===== src/rtl/comparator_serial_nbit_if.sv =====
// Handshake and result bundle for the digit-serial magnitude comparator.
// The master drives start and the operands; the comparator (slave) returns status and result.
interface comparator_serial_nbit_if #(
  parameter int BIT = 8,
  parameter int DIG = 2
);
  localparam int CW = $clog2(BIT / DIG) + 1;

  logic           start;
  logic [BIT-1:0] num1;
  logic [BIT-1:0] num2;
  logic           busy;
  logic           done;
  logic           gt;
  logic           eq;
  logic           ls;
  logic [CW-1:0]  cycles;

  modport master (output start, num1, num2,
                  input  busy, done, gt, eq, ls, cycles);
  modport slave  (input  start, num1, num2,
                  output busy, done, gt, eq, ls, cycles);
endinterface


===== src/rtl/comparator_serial_nbit.sv =====
// MSB-first digit-serial magnitude comparator: DIG bits per cycle, early exit on the
// first differing digit, unsigned or two's-complement, one-hot registered gt/eq/ls.
module comparator_serial_nbit #(
  parameter int BIT    = 8,
  parameter int DIG    = 2,
  parameter int SIGNED = 0
) (
  input  logic                   clk,
  input  logic                   rst,
  comparator_serial_nbit_if.slave bus
);
  localparam int ND = BIT / DIG;
  localparam int CW = $clog2(ND) + 1;

  if ((DIG < 1) || (DIG > BIT) || ((BIT % DIG) != 0)) begin : g_bad_param
    $error("comparator_serial_nbit: BIT must be a positive multiple of DIG");
  end

  typedef enum logic [1:0] {S_IDLE, S_CMP, S_DONE} state_e;

  state_e         state_q, state_d;
  logic [BIT-1:0] a_sr_q, a_sr_d;
  logic [BIT-1:0] b_sr_q, b_sr_d;
  logic [CW-1:0]  cnt_q, cnt_d;
  logic [CW-1:0]  cycles_q, cycles_d;
  logic           gt_q, gt_d;
  logic           eq_q, eq_d;
  logic           ls_q, ls_d;

  logic [BIT-1:0] a_ld, b_ld;
  logic [DIG-1:0] a_dig, b_dig;

  assign a_dig = a_sr_q[BIT-1 -: DIG];
  assign b_dig = b_sr_q[BIT-1 -: DIG];

  always_comb begin
    // NOTE: every combinational output gets a default first, so no path leaves it unassigned and no latch is inferred.
    state_d  = state_q;
    a_sr_d   = a_sr_q;
    b_sr_d   = b_sr_q;
    cnt_d    = cnt_q;
    cycles_d = cycles_q;
    gt_d     = gt_q;
    eq_d     = eq_q;
    ls_d     = ls_q;

    // Flipping the sign bit maps two's-complement onto offset binary, so the
    // unsigned digit compare below orders signed operands correctly.
    a_ld = bus.num1;
    b_ld = bus.num2;
    if (SIGNED != 0) begin
      a_ld[BIT-1] = ~bus.num1[BIT-1];
      b_ld[BIT-1] = ~bus.num2[BIT-1];
    end

    case (state_q)
      S_IDLE: begin
        if (bus.start) begin
          state_d = S_CMP;
          a_sr_d  = a_ld;
          b_sr_d  = b_ld;
          cnt_d   = '0;
          gt_d    = 1'b0;
          eq_d    = 1'b0;
          ls_d    = 1'b0;
        end
      end
      S_CMP: begin
        if (a_dig != b_dig) begin
          gt_d     = (a_dig > b_dig);
          ls_d     = (a_dig < b_dig);
          cycles_d = cnt_q + CW'(1);
          state_d  = S_DONE;
        end else if (cnt_q == CW'(ND - 1)) begin
          eq_d     = 1'b1;
          cycles_d = CW'(ND);
          state_d  = S_DONE;
        end else begin
          a_sr_d = a_sr_q << DIG;
          b_sr_d = b_sr_q << DIG;
          cnt_d  = cnt_q + CW'(1);
        end
      end
      S_DONE:  state_d = S_IDLE;
      default: state_d = S_IDLE;
    endcase
  end

  always_ff @(posedge clk or posedge rst) begin
    if (rst) begin
      // NOTE: the shift registers are reset along with the control state so a reset compare leaves no stale operand bits behind.
      state_q  <= S_IDLE;
      a_sr_q   <= '0;
      b_sr_q   <= '0;
      cnt_q    <= '0;
      cycles_q <= '0;
      gt_q     <= 1'b0;
      eq_q     <= 1'b0;
      ls_q     <= 1'b0;
    end else begin
      // NOTE: non-blocking assignments so every flop samples the pre-edge values of the others.
      state_q  <= state_d;
      a_sr_q   <= a_sr_d;
      b_sr_q   <= b_sr_d;
      cnt_q    <= cnt_d;
      cycles_q <= cycles_d;
      gt_q     <= gt_d;
      eq_q     <= eq_d;
      ls_q     <= ls_d;
    end
  end

  assign bus.busy   = (state_q == S_CMP);
  assign bus.done   = (state_q == S_DONE);
  assign bus.gt     = gt_q;
  assign bus.eq     = eq_q;
  assign bus.ls     = ls_q;
  assign bus.cycles = cycles_q;
endmodule

===== src/flat_wrapper.sv =====
// flat-port wrapper written by rule: the top's interface ports become plain ports
module comparator_serial_nbit_flat 
#(
  parameter int BIT    = 8,
  parameter int DIG    = 2,
  parameter int SIGNED = 0
)
  (clk, rst, bus_start, bus_num1, bus_num2, bus_busy, bus_done, bus_gt, bus_eq, bus_ls, bus_cycles);
  comparator_serial_nbit_if #(.BIT(BIT), .DIG(DIG)) bus_i ();
  input  logic clk;
  input  logic rst;
  input wire logic [$bits(bus_i.start)-1:0] bus_start;
  input wire logic [$bits(bus_i.num1)-1:0] bus_num1;
  input wire logic [$bits(bus_i.num2)-1:0] bus_num2;
  output wire logic [$bits(bus_i.busy)-1:0] bus_busy;
  output wire logic [$bits(bus_i.done)-1:0] bus_done;
  output wire logic [$bits(bus_i.gt)-1:0] bus_gt;
  output wire logic [$bits(bus_i.eq)-1:0] bus_eq;
  output wire logic [$bits(bus_i.ls)-1:0] bus_ls;
  output wire logic [$bits(bus_i.cycles)-1:0] bus_cycles;
  assign bus_i.start = bus_start;
  assign bus_i.num1 = bus_num1;
  assign bus_i.num2 = bus_num2;
  assign bus_busy = bus_i.busy;
  assign bus_done = bus_i.done;
  assign bus_gt = bus_i.gt;
  assign bus_eq = bus_i.eq;
  assign bus_ls = bus_i.ls;
  assign bus_cycles = bus_i.cycles;
  comparator_serial_nbit #(.BIT(BIT), .DIG(DIG), .SIGNED(SIGNED)) u_core (.clk(clk), .rst(rst), .bus(bus_i));
endmodule

===== config.mk =====
export PLATFORM = sky130hd
export DESIGN_NAME = comparator_serial_nbit_flat
export DESIGN_NICKNAME = d
export VERILOG_FILES = /design/src/rtl/comparator_serial_nbit_if.sv /design/src/rtl/comparator_serial_nbit.sv /design/src/flat_wrapper.sv
export SDC_FILE = /design/constraint.sdc
export NUM_CORES = 1
export LEC_CHECK = 0
export ABC_AREA = 1
export CAP_MARGIN = 15
export CORE_ASPECT_RATIO = 0.6
export CORE_MARGIN = 1.5
export CORE_UTILIZATION = 40
export DETAILED_ROUTE_END_ITERATION = 8
export SYNTH_ARGS = -nofsm -noshare
export SYNTH_HDL_FRONTEND = slang
export SYNTH_SLANG_ARGS = --single-unit

===== constraint.sdc =====
create_clock -name clk -period 2.7 [get_ports clk]
set_input_delay 0.675 -clock clk [delete_from_list [all_inputs] [get_ports clk]]
set_output_delay 0.675 -clock clk [all_outputs]
set_load 0.005 [all_outputs]

==> results.ini <==
[yosys]
yosys.area_share.simple_pct=38.9
seq_area_frac_synth_pct=47.4
ys_ff_latch=27
synth-compound-area-share_pct=2.28
synth-xor-area-share_pct=0
synth.largest_area_cell=dfrtp_1
synthTopCellsByArea=dfrtp_1 (47%), nand2_1 (20%), nand3_1 (11%)
netlist.area_leader.share_pct=47.4
yosys.area_share.adder_pct=3.51
ys.warnings.count=0
synth_top_family_by_area=simple AND/OR/NAND/NOR gates
synth.avg_cell_area_sq_um=8.01
netlist_area_sq_um=1430
muxShareOfSynthArea_pct=0
synth_cell_types=18
synth_nets=201
synthCells=178

[setup_path]
rr_startpoint=u_core.cnt_q[0]
rr_worst_depth=8
cp_top_family=buffers and inverters
worstSetupPathDepth=3
r2r_slack_ps=950
endpoint=bus_busy
end_kind=primary output
timing.setup.critical_path_class=register to primary output
worst_path_max_delay_cell=dfrtp_1
crit_required_ps=2030
rr_endpoint=u_core.a_sr_q[4]
slowest_delay_ps=520
cp_cell_sequence=inv_2 -> nor2_8 -> clkdlybuf4s50_1
cp.arrival_ps=1640
path_buf_inv=2
worstSetupStartpoint=u_core.state_q[0]
crit_fanout=9
crit_path_start_kind=register

[place]
dp_hpwl_um=2240
port_buffers=26
place_area_sq_um=1690
gp_congestion=0.788
dp_slack_ps=687
dp.cells=243

[drt]
drc=0
first_iter_violations=57
wl_per_cell_um=12.6
drt-total-wl_um=3110
dr.pass1.iters=4
vias=1217
ant_nets=0
via_per_inst=4.93

[global_routing]
grt_pass1_vias=1151
grt.overflow.total=0
groute.usage.overall_pct=17.2
antenna_found_initial=0
grt_pass1_wl_um=5320
grt_start_max_net_pins=28

[sta]
finalHoldViolCount=0
finalCritPeriodShare_pct=85.7
fin_skew_ps=3.99
drv_slew=0
fin_tns_setup_ps=0
fmax_mhz=432
finalSetupViolCount=0
rsz0062_at_grt=false
final.setup.worst_slack_ps=386
final.min_clock_period_ps=2310
slew_headroom_pct=76.4
tightestPinTransition_ps=354
holdWs_ps=476

[die]
ios=27
die_h_um=49.3
core_area_sq_um=3320
num_rows=16
die-area_sq_um=3940
die_w_um=80.1
start_util_pct=42.9

[pwr]
pwr-share-seq_pct=35.6
netSwitchingFraction_pct=45.6
p_int_mw=1.05
powerDensity_nw_per_um2=1120
leakage_nw=0.936
irDropWorstVdd_mv=0.413
combPwrFrac_pct=52.3
power_mw=1.94
p_sw_mw=0.885
clkPwrFrac_pct=12.1

[layout]
antenna_cells=0
stdcell_count=247
fillers=344
nets=226
mostFrequentLayoutCells=nand2_1 (75), nand3_1 (31), dfrtp_1 (27)
final_common_cell=nand2_1
fin_util_pct=52.3
drive_gt1_share_pct=6.44
final_area_sq_um=1740
syn_to_final_growth_pct=21.8

[clock_tree]
cts_buffers=3
h-tree-depth=1
cts_buffer_depth=2
cts_setup_buffers=0
cts-hold-fix-buffers=0
clk_pin_slew_ps=90
clk_latency_ps=280
cts_tree=done
cts.sinks=27
root_buffer=clkbuf_8
ctsResizeCount=0

[job]
maxCapViolations=0

[hold_path]
worstHoldPathType=register to register
min_from=u_core.bus.cycles[1]

[run_status]
outcome=finished, final reports clean

-- worst reg2reg max path, stage by stage, from the launching register on --
cell and delay [ps]:
dfrtp_1 420, ha_1 230, ha_1 190, inv_1 110, nand3_1 120, nand2_4 210, nand2_4 200, nand2_1 100
nand2_1 60
-- per-layer routing --
layer  track usage [%]  up-vias  wire, um
li1                  -      619         -
met1              25.7      572      1630
met2              25.8       24      1340
met3              4.11        2       127
met4              2.30        0        11
met5                 0        -         0
-- registers in the layout (all words and copies together) (netlist names) --
register           count
u_core.bus.eq          1
u_core.bus.cycles      3
u_core.b_sr_q          8
u_core.bus.ls          1
u_core.a_sr_q          8
u_core.cnt_q           3
u_core.state_q         2
u_core.bus.gt          1
-- final cells by class --
class                           count  area, sq um  share of cell area (%)
Sequential cell                    27          676                    38.9
Tap cell                           45         56.3                    3.24
Multi-Input combinational cell    131          637                    36.6
Inverter                           12         47.5                    2.74
Clock buffer                        3         41.3                    2.38
Timing Repair Buffer               28          275                    15.8
Clock inverter                      1         5.00                   0.288
-- logic make-up after synthesis --
kind of cell             count (synthesis)
adder cells (fa/ha/maj)                  4
flip-flops                              27
buffers and inverters                   20
AO/OA/AOI/OAI                            4
AND/OR/NAND/NOR                        123
-- power by group through the flow --
stage / combinational, mW / sequential (mW) / clock [mW]
after floorplan: 0.837 / 0.657 / 0
after global placement: 0.999 / 0.692 / 0
after detailed placement: 1.02 / 0.698 / 0
after CTS: 1.02 / 0.690 / 0.239
after global routing: 1.16 / 0.711 / 0.256
final: 1.01 / 0.690 / 0.234
-- cell usage after synthesis, drive strengths merged --
master	number
nand2	78
nor2	8
nand3	31
dfrtp	27
inv	12
o21ai	2
o21bai	1
ha	4
nand4	6
buf	8
o21a	1
-- how the worst min path moves through the flow --
stage	to	slack, ps	cells past startpoint
after global routing	u_core.a_sr_q[3]	510	2
final	u_core.bus.cycles[1]	480	2
after CTS	u_core.bus.cycles[1]	480	2
after floorplan	u_core.a_sr_q[6]	440	2
after global placement	u_core.bus.cycles[1]	450	2
after detailed placement	u_core.bus.cycles[1]	460	2
Power figures use the tool's default switching activity.
